<file path="src/rtl/dsp_mul_accum_pkg.sv">
// rtl/dsp_mul_accum_pkg.sv - shared state type and default widths for the frame accumulator
package dsp_mul_accum_pkg;

   typedef enum logic [1:0] {IDLE, ACCUM, HOLD} acc_state_t;

   localparam int P_WIDTH_DEF   = 38;
   localparam int ACC_WIDTH_DEF = 48;
   localparam int LEN_WIDTH_DEF = 8;

endpackage

</file>
<file path="src/rtl/dsp_mul_accum_frame.sv">
// rtl/dsp_mul_accum_frame.sv - accumulates frame_len unsigned products per frame
// and presents the registered frame sum with a sticky per-frame overflow flag.
module dsp_mul_accum_frame
   import dsp_mul_accum_pkg::*;
#(
   parameter int P_WIDTH   = P_WIDTH_DEF,
   parameter int ACC_WIDTH = ACC_WIDTH_DEF,
   parameter int LEN_WIDTH = LEN_WIDTH_DEF
) (
   input  logic                 clk,
   input  logic                 reset,
   input  logic                 clear,
   input  logic [LEN_WIDTH-1:0] frame_len,
   input  logic                 in_valid,
   output logic                 in_ready,
   input  logic [P_WIDTH-1:0]   in_p,
   output logic                 out_valid,
   input  logic                 out_ready,
   output logic [ACC_WIDTH-1:0] out_acc,
   output logic [LEN_WIDTH-1:0] out_count,
   output logic                 out_overflow
);

   acc_state_t           state;
   logic [ACC_WIDTH-1:0] acc;
   logic [LEN_WIDTH-1:0] count;
   logic [LEN_WIDTH-1:0] len_q;
   logic                 ovf;

   logic                 accept;
   logic [ACC_WIDTH-1:0] p_ext;
   logic [ACC_WIDTH:0]   sum;
   logic [LEN_WIDTH-1:0] eff_len;
   logic [LEN_WIDTH-1:0] count_nxt;

   // in_ready depends on the state register only, never on the handshake inputs
   assign in_ready  = (state != HOLD);
   assign accept    = in_valid & in_ready & ~clear;
   assign p_ext     = ACC_WIDTH'(in_p);
   assign sum       = {1'b0, acc} + {1'b0, p_ext};
   assign eff_len   = (frame_len == '0) ? LEN_WIDTH'(1) : frame_len;
   assign count_nxt = count + LEN_WIDTH'(1);

   always_ff @(posedge clk or posedge reset) begin
      if (reset) begin
         state        <= IDLE;
         acc          <= '0;
         count        <= '0;
         len_q        <= '0;
         ovf          <= 1'b0;
         out_valid    <= 1'b0;
         out_acc      <= '0;
         out_count    <= '0;
         out_overflow <= 1'b0;
      end else if (clear) begin
         state        <= IDLE;
         acc          <= '0;
         count        <= '0;
         ovf          <= 1'b0;
         out_valid    <= 1'b0;
         out_acc      <= '0;
         out_count    <= '0;
         out_overflow <= 1'b0;
      end else begin
         case (state)
            IDLE: begin
               if (accept) begin
                  len_q <= eff_len;
                  acc   <= p_ext;
                  count <= LEN_WIDTH'(1);
                  ovf   <= 1'b0;
                  if (eff_len == LEN_WIDTH'(1)) begin
                     state        <= HOLD;
                     out_valid    <= 1'b1;
                     out_acc      <= p_ext;
                     out_count    <= LEN_WIDTH'(1);
                     out_overflow <= 1'b0;
                  end else begin
                     state <= ACCUM;
                  end
               end
            end
            ACCUM: begin
               if (accept) begin
                  acc   <= sum[ACC_WIDTH-1:0];
                  ovf   <= ovf | sum[ACC_WIDTH];
                  count <= count_nxt;
                  if (count_nxt == len_q) begin
                     state        <= HOLD;
                     out_valid    <= 1'b1;
                     out_acc      <= sum[ACC_WIDTH-1:0];
                     out_count    <= count_nxt;
                     out_overflow <= ovf | sum[ACC_WIDTH];
                  end
               end
            end
            HOLD: begin
               if (out_ready) begin
                  state     <= IDLE;
                  out_valid <= 1'b0;
               end
            end
            default: state <= IDLE;
         endcase
      end
   end

endmodule

</file>
<file path="config.mk">
export PLATFORM = sky130hd
export DESIGN_NAME = dsp_mul_accum_frame
export DESIGN_NICKNAME = d
export VERILOG_FILES = /design/src/rtl/dsp_mul_accum_pkg.sv /design/src/rtl/dsp_mul_accum_frame.sv
export SDC_FILE = /design/constraint.sdc
export NUM_CORES = 1
export LEC_CHECK = 0
export ABC_AREA = 1
export BUFFER_PORTS_ARGS = -buffer_cell sky130_fd_sc_hd__buf_2
export CORE_UTILIZATION = 40
export DETAILED_ROUTE_END_ITERATION = 10
export PLACE_DENSITY_LB_ADDON = 0.25
export SLEW_MARGIN = 20
export SYNTH_ARGS = -nofsm -noshare
export SYNTH_HDL_FRONTEND = slang
export SYNTH_SLANG_ARGS = --single-unit
</file>
<file path="constraint.sdc">
create_clock -name clk -period 3.7 [get_ports clk]
set_clock_uncertainty 0.1 [all_clocks]
set_input_delay 0.185 -clock clk [delete_from_list [all_inputs] [get_ports clk]]
set_output_delay 0.185 -clock clk [all_outputs]
set_load 0.01 [all_outputs]
</file>
* Word level (Yosys, flattened, before mapping)
Cells that the tools add are included.
** Operators by class
- $add $sub $neg :: 2
- Equality and inequality tests :: 10
- Multiplexer cells :: 45
- Reductions and logical operators :: 9
- Bitwise logic cells :: 4
** Operators by type and width (number)
- $mux W48 :: 8
- $pmux W48 S2 :: 2
- $mux W8 :: 9
- $add A48 B38 Y49 :: 1
- $pmux W8 S2 :: 2
- $ne A3 B3 Y1 const B :: 5
- $mux W1 :: 14
- $mux W2 :: 6
- $add A8 B1 Y8 const B :: 1
- $eq A8 B1 Y1 const B :: 1
- $eq A8 B8 Y1 :: 1
- $logic_not A8 Y1 :: 1
- $pmux W2 S3 :: 1
- $reduce_and A3 Y1 :: 2
- $reduce_and A6 Y1 :: 1
- $reduce_and A5 Y1 :: 1
- $pmux W1 S2 :: 2
- $reduce_and A4 Y1 :: 1
- $reduce_bool A4 Y1 :: 1
- $pmux W1 S3 :: 1
- $reduce_bool A3 Y1 :: 1
- $and A1 B1 Y1 :: 2
- $eq A2 B1 Y1 const B :: 1
- $eq A2 B2 Y1 const B :: 1
- other kinds (4) :: 4
** Word-level totals
- Word-level logic and storage cells :: 79
- Output and inout port bits :: 59
- Input port bits :: 51
- Register bits after elaboration :: 125

* Logic depth before layout (Yosys ltp)
- Depth in word-level cells :: 7
- Depth in mapped cells :: 16
- Gate-level depth less buffers :: 16

* Least setup slack after synthesis
Ideal clock, no wire load.
- Kind :: flip-flop to flip-flop
- Start point :: register count[0]
- End point :: register out_acc[33]
- Stages on the path, launching flop included :: 14
- Buffers on the path :: 2
- Setup slack :: 1.608 ns
- Arrival :: 1.874 ns
- Data required time :: 3.482 ns
- Clock period less this slack :: 2.092 ns
- Library setup time :: 0.118 ns
- Cell sequence :: dfrtp_1 -> ha_1 -> xnor2_1 -> nand2_1 -> nor2_1 -> nand2_1 -> nor2_1 -> nand3_2 -> nand2_2 -> nand3_2 -> buf_6 -> buf_6 -> nand2_1 -> nand2_1
** Between the ends
- Word-level cells in the longest chain between the ends :: 4
** Ends and longest elaborated chain
- start: declaration :: RTL line dsp_mul_accum_frame.sv:26 : logic [LEN_WIDTH-1:0] count;
- start signal: assignment :: RTL line dsp_mul_accum_frame.sv:87 : count <= count_nxt;
- $add A8 B1 Y8 :: RTL line dsp_mul_accum_frame.sv:42 : assign count_nxt = count + LEN_WIDTH'(1);
- $eq A8 B8 Y1 :: RTL line dsp_mul_accum_frame.sv:88 : if (count_nxt == len_q) begin
- $ne A3 B3 Y1 (no line)
- $reduce_and A5 Y1 (no line)
- end signal: assignment :: RTL line dsp_mul_accum_frame.sv:75 : out_acc <= p_ext;
- end signal: assignment :: RTL line dsp_mul_accum_frame.sv:91 : out_acc <= sum[ACC_WIDTH-1:0];
- end: declaration :: RTL line dsp_mul_accum_frame.sv:19 : output logic [ACC_WIDTH-1:0] out_acc,
No other way between the ends.
A chain may end at the register's enable or synchronous reset.

* Worst setup path after layout
- Start point :: register count[0]
- End point :: register out_acc[22]
The elaborated chain is that of the path after synthesis.

==> flow_metrics.py <==
metrics = {
    "synthesis": {
        "synth_adder_area_share_pct": 5.41,
        "netlist_area_um2": 9390,
        "synthSimpleGateAreaFrac_pct": 39.7,
        "ys_ff_latch": 125,
        "synth_async_sr_flop_share_pct": 100,
        "synth_xor_area_share_pct": 1.68,
        "synth_cell_types": 35,
        "yosys_warnings": 0,
        "muxShareOfSynthArea_pct": 0,
        "synth_compound_area_share_pct": 8.37,
        "syn-num-nets": 1644,
        "synth_edf_count": 0,
        "synth_top_family_by_area": "simple AND/OR/NAND/NOR gates",
        "syn_inst": 1553,
        "synth_ff_type": "dfrtp_1",
        "avgSynthCellArea_um2": 6.05,
        "ys_seq_area_share_pct": 33.3,
    },
    "timing": {
        "maxSlewHeadroom_pct": 51.1,
        "period_needed_ns": 3.00,
        "fin_setup_tns_ns": 0,
        "tightest_slew_ns": 0.733,
        "setup_violations": 0,
        "rsz0062_at_grt": "no",
        "hold_viol": 0,
        "fmax_ghz": 0.334,
        "drv_slew": 0,
        "whs_ns": 0.0609,
        "post-route-period-util_pct": 81.0,
    },
    "drt": {
        "wirelength_um": 27400,
        "drc_errors": 0,
        "via_per_inst": 4.75,
        "vias": 9446,
        "ant_nets": 0,
        "drt_iter0_drc": 464,
        "routedWlPerCell_um": 13.8,
        "dr.pass1.iters": 6,
    },
    "clocking": {
        "numClockSinks": 125,
        "cts_tree": "done",
        "cts_hold_buf": 10,
        "cts_made_buffers": 17,
        "post_cts_buffers": 0,
        "cts_max_level": 4,
        "cts.path.max_buffers": 2,
        "worst_setup_hold_path_clk_slew_ns": 0.07,
        "root_buffer": "clkbuf_16",
        "cts_resized": 0,
        "insertion_delay_ns": 0.44,
    },
    "power_and_ir_drop": {
        "p_per_area_nw_per_um2": 647,
        "p_leak_nw": 6.30,
        "p_total_mw": 7.11,
        "ir_drop_mv": 0.355,
    },
    "floorplan": {
        "num_rows": 55,
        "die_h_um": 155,
        "start_util_pct": 41.1,
        "die_x_um": 155,
        "die_area_um2": 24100,
        "io_pins": 110,
        "core_um2": 22800,
    },
    "flow_run": {
        "cap_violations": 0,
    },
    "setup_path": {
        "worst-r2r-setup-slack_ns": 0.70,
        "r2r_cells": 15,
        "critPathLaunch": "count[0]",
        "cp.arrival_ns": 3.20,
        "r2r_start": "count[0]",
        "worstSetupEndpoint": "out_acc[22]",
        "crit-reg2reg-capture": "out_acc[22]",
        "crit_path_end_kind": "flop",
        "worstPathMaxFanout": 63,
        "critPathMaxStageDelay_ns": 0.52,
        "worstSetupStartpointType": "flop",
        "path_cells": "ha_1 > inv_1 > nand2_1 > nand2_1 > nand2_1 > nand2_1 > nor2_1 > nand2_1 > nor2_1 > nand3_2 > nand2_2 > nand3_4 > buf_4 > nand2_1 > o21ai_0",
        "worst_ep_required_time_ns": 3.90,
        "cp_common_cell": "nand2_1",
        "critPathKind": "flop to flop",
        "critPathSlowestCell": "nand3_4",
    },
    "layout": {
        "nets": 1754,
        "antenna_cells": 0,
        "fillers": 2445,
        "syn_to_final_growth_pct": 17.1,
        "multi_input_area_um2": 5210,
        "drive_gt1_share_pct": 9.79,
        "final-seq-area_um2": 3130,
    },
    "status": {
        "status": "complete, no violations",
    },
    "place": {
        "place_hpwl_um": 21200,
        "port_buffers": 109,
        "place_congestion": 0.923,
    },
    "hold_path": {
        "hold_class": "input port to flop",
    },
    "global_route": {
        "antenna_found_initial": 0,
        "grt_first_pass_wirelength_um": 45500,
        "grt_util_all_layers_pct": 24.0,
        "grt_pass1_vias": 8941,
        "grt_start_max_net_pins": 81,
        "overflow": 0,
    },
}
cell usage after synthesis, types with 2 or more instances:
cell / n / area (um^2)
xnor2_1: 2 / 17.5
nor2_1: 199 / 747
o21bai_1: 2 / 15.0
a21oi_1: 32 / 160
inv_2: 2 / 7.51
xor2_1: 16 / 140
dfrtp_1: 125 / 3130
nor3_1: 5 / 25.0
nand3_1: 97 / 485
or2_2: 3 / 18.8
buf_1: 2 / 7.51
inv_1: 239 / 897
buf_6: 3 / 33.8
nand2_1: 621 / 2330
nand4_1: 6 / 37.5
clkbuf_1: 22 / 82.6
ha_1: 39 / 488
o21ai_1: 20 / 100
nand3b_1: 3 / 22.5
buf_2: 10 / 50.1
nand3_2: 2 / 20.0
o21ai_0: 89 / 445
a41oi_1: 2 / 17.5
placed cells by master (no fill, tap or decap), drive strengths merged, types with 2 or more instances in the layout:
cell	instances
nor3	6
xnor2	2
xor2	16
a21oi	33
o21bai	2
buf	118
ha	39
nand3	99
nand2	622
clkbuf	18
dlygate4sd3	10
a41oi	2
o21ai	109
inv	250
bufinv	3
or2	3
nand3b	3
nand4	6
nor2	200
dfrtp	125
clkinv	2
state kept, by name, summed over array words and instances (netlist names):
signal,cells
count,8
out_acc,48
out_valid,1
out_count,8
acc,48
len_q,8
ovf,1
state,2
out_overflow,1
worst max-delay path: cells and delay by family (launching register included):
| family | cells | cell delay (ns) |
|---|---|---|
| and+or+nand+nor | 11 | 1.37 |
| adders and majority gates | 1 | 0.33 |
| buffers and inverters | 2 | 0.50 |
| AOI/OAI and AO/OA | 1 | 0.07 |
| DFF | 1 | 0.46 |
report_power, final:
part	switching, mW	total [mW]	internal (mW)	leakage [nW]
clock	0.744	1.85	1.11	0.313
sequential	0.239	2.01	1.77	1.65
combinational	2.20	3.26	1.06	4.34
total	3.18	7.11	3.93	6.30
worst min path at each step:
stage	start	end	slack, ns	depth (start not counted)
after floorplan	frame_len[7]	len_q[7]	0.20	2
after detailed placement	reset	out_acc[7]	0.26	2
final	in_p[32]	acc[32]	0.06	5
after global placement	reset	out_acc[8]	0.26	2
after global routing	in_p[33]	acc[33]	0.1	5
after CTS	in_p[32]	acc[32]	0.05	5
metal layers:
layer  GRT usage [%]  wire length [um]
met3            3.40              1010
met1            32.0             13300
met5               0                 0
met4            8.92               698
met2            39.5             12400
final cells by class:
cell class | instances | share of cell area, %
multi-input cells | 1150 | 47.4
repair buffers | 128 | 6.60
flip-flops and latches | 125 | 28.5
inverters | 241 | 8.25
clock buffers | 18 | 3.99
well taps | 313 | 3.56
clock inverters | 14 | 1.76
through the flow:
step | std cells | utilization (%) | setup WS, ns | cell area (um^2)
detailed placement | 1947 | 44.9 | 0.716 | 10300
floorplan | 1553 | - | 0.0874 | 9390
global placement | 1947 | 44.9 | 0.754 | 10300
CTS | 1989 | 48.1 | 0.641 | 11000
finish | 1989 | 48.1 | 0.704 | 11000
global route | 1989 | 48.1 | 0.270 | 11000
cells by family after synthesis:
kind of cell / after synthesis
buffers and inverters: 278
flip-flops: 125
AND/OR/NAND/NOR: 942
AO/OA/AOI/OAI: 150
XOR/XNOR: 18
adder cells (fa/ha/maj): 40
Note: power is estimated with default switching activity, not from simulation.
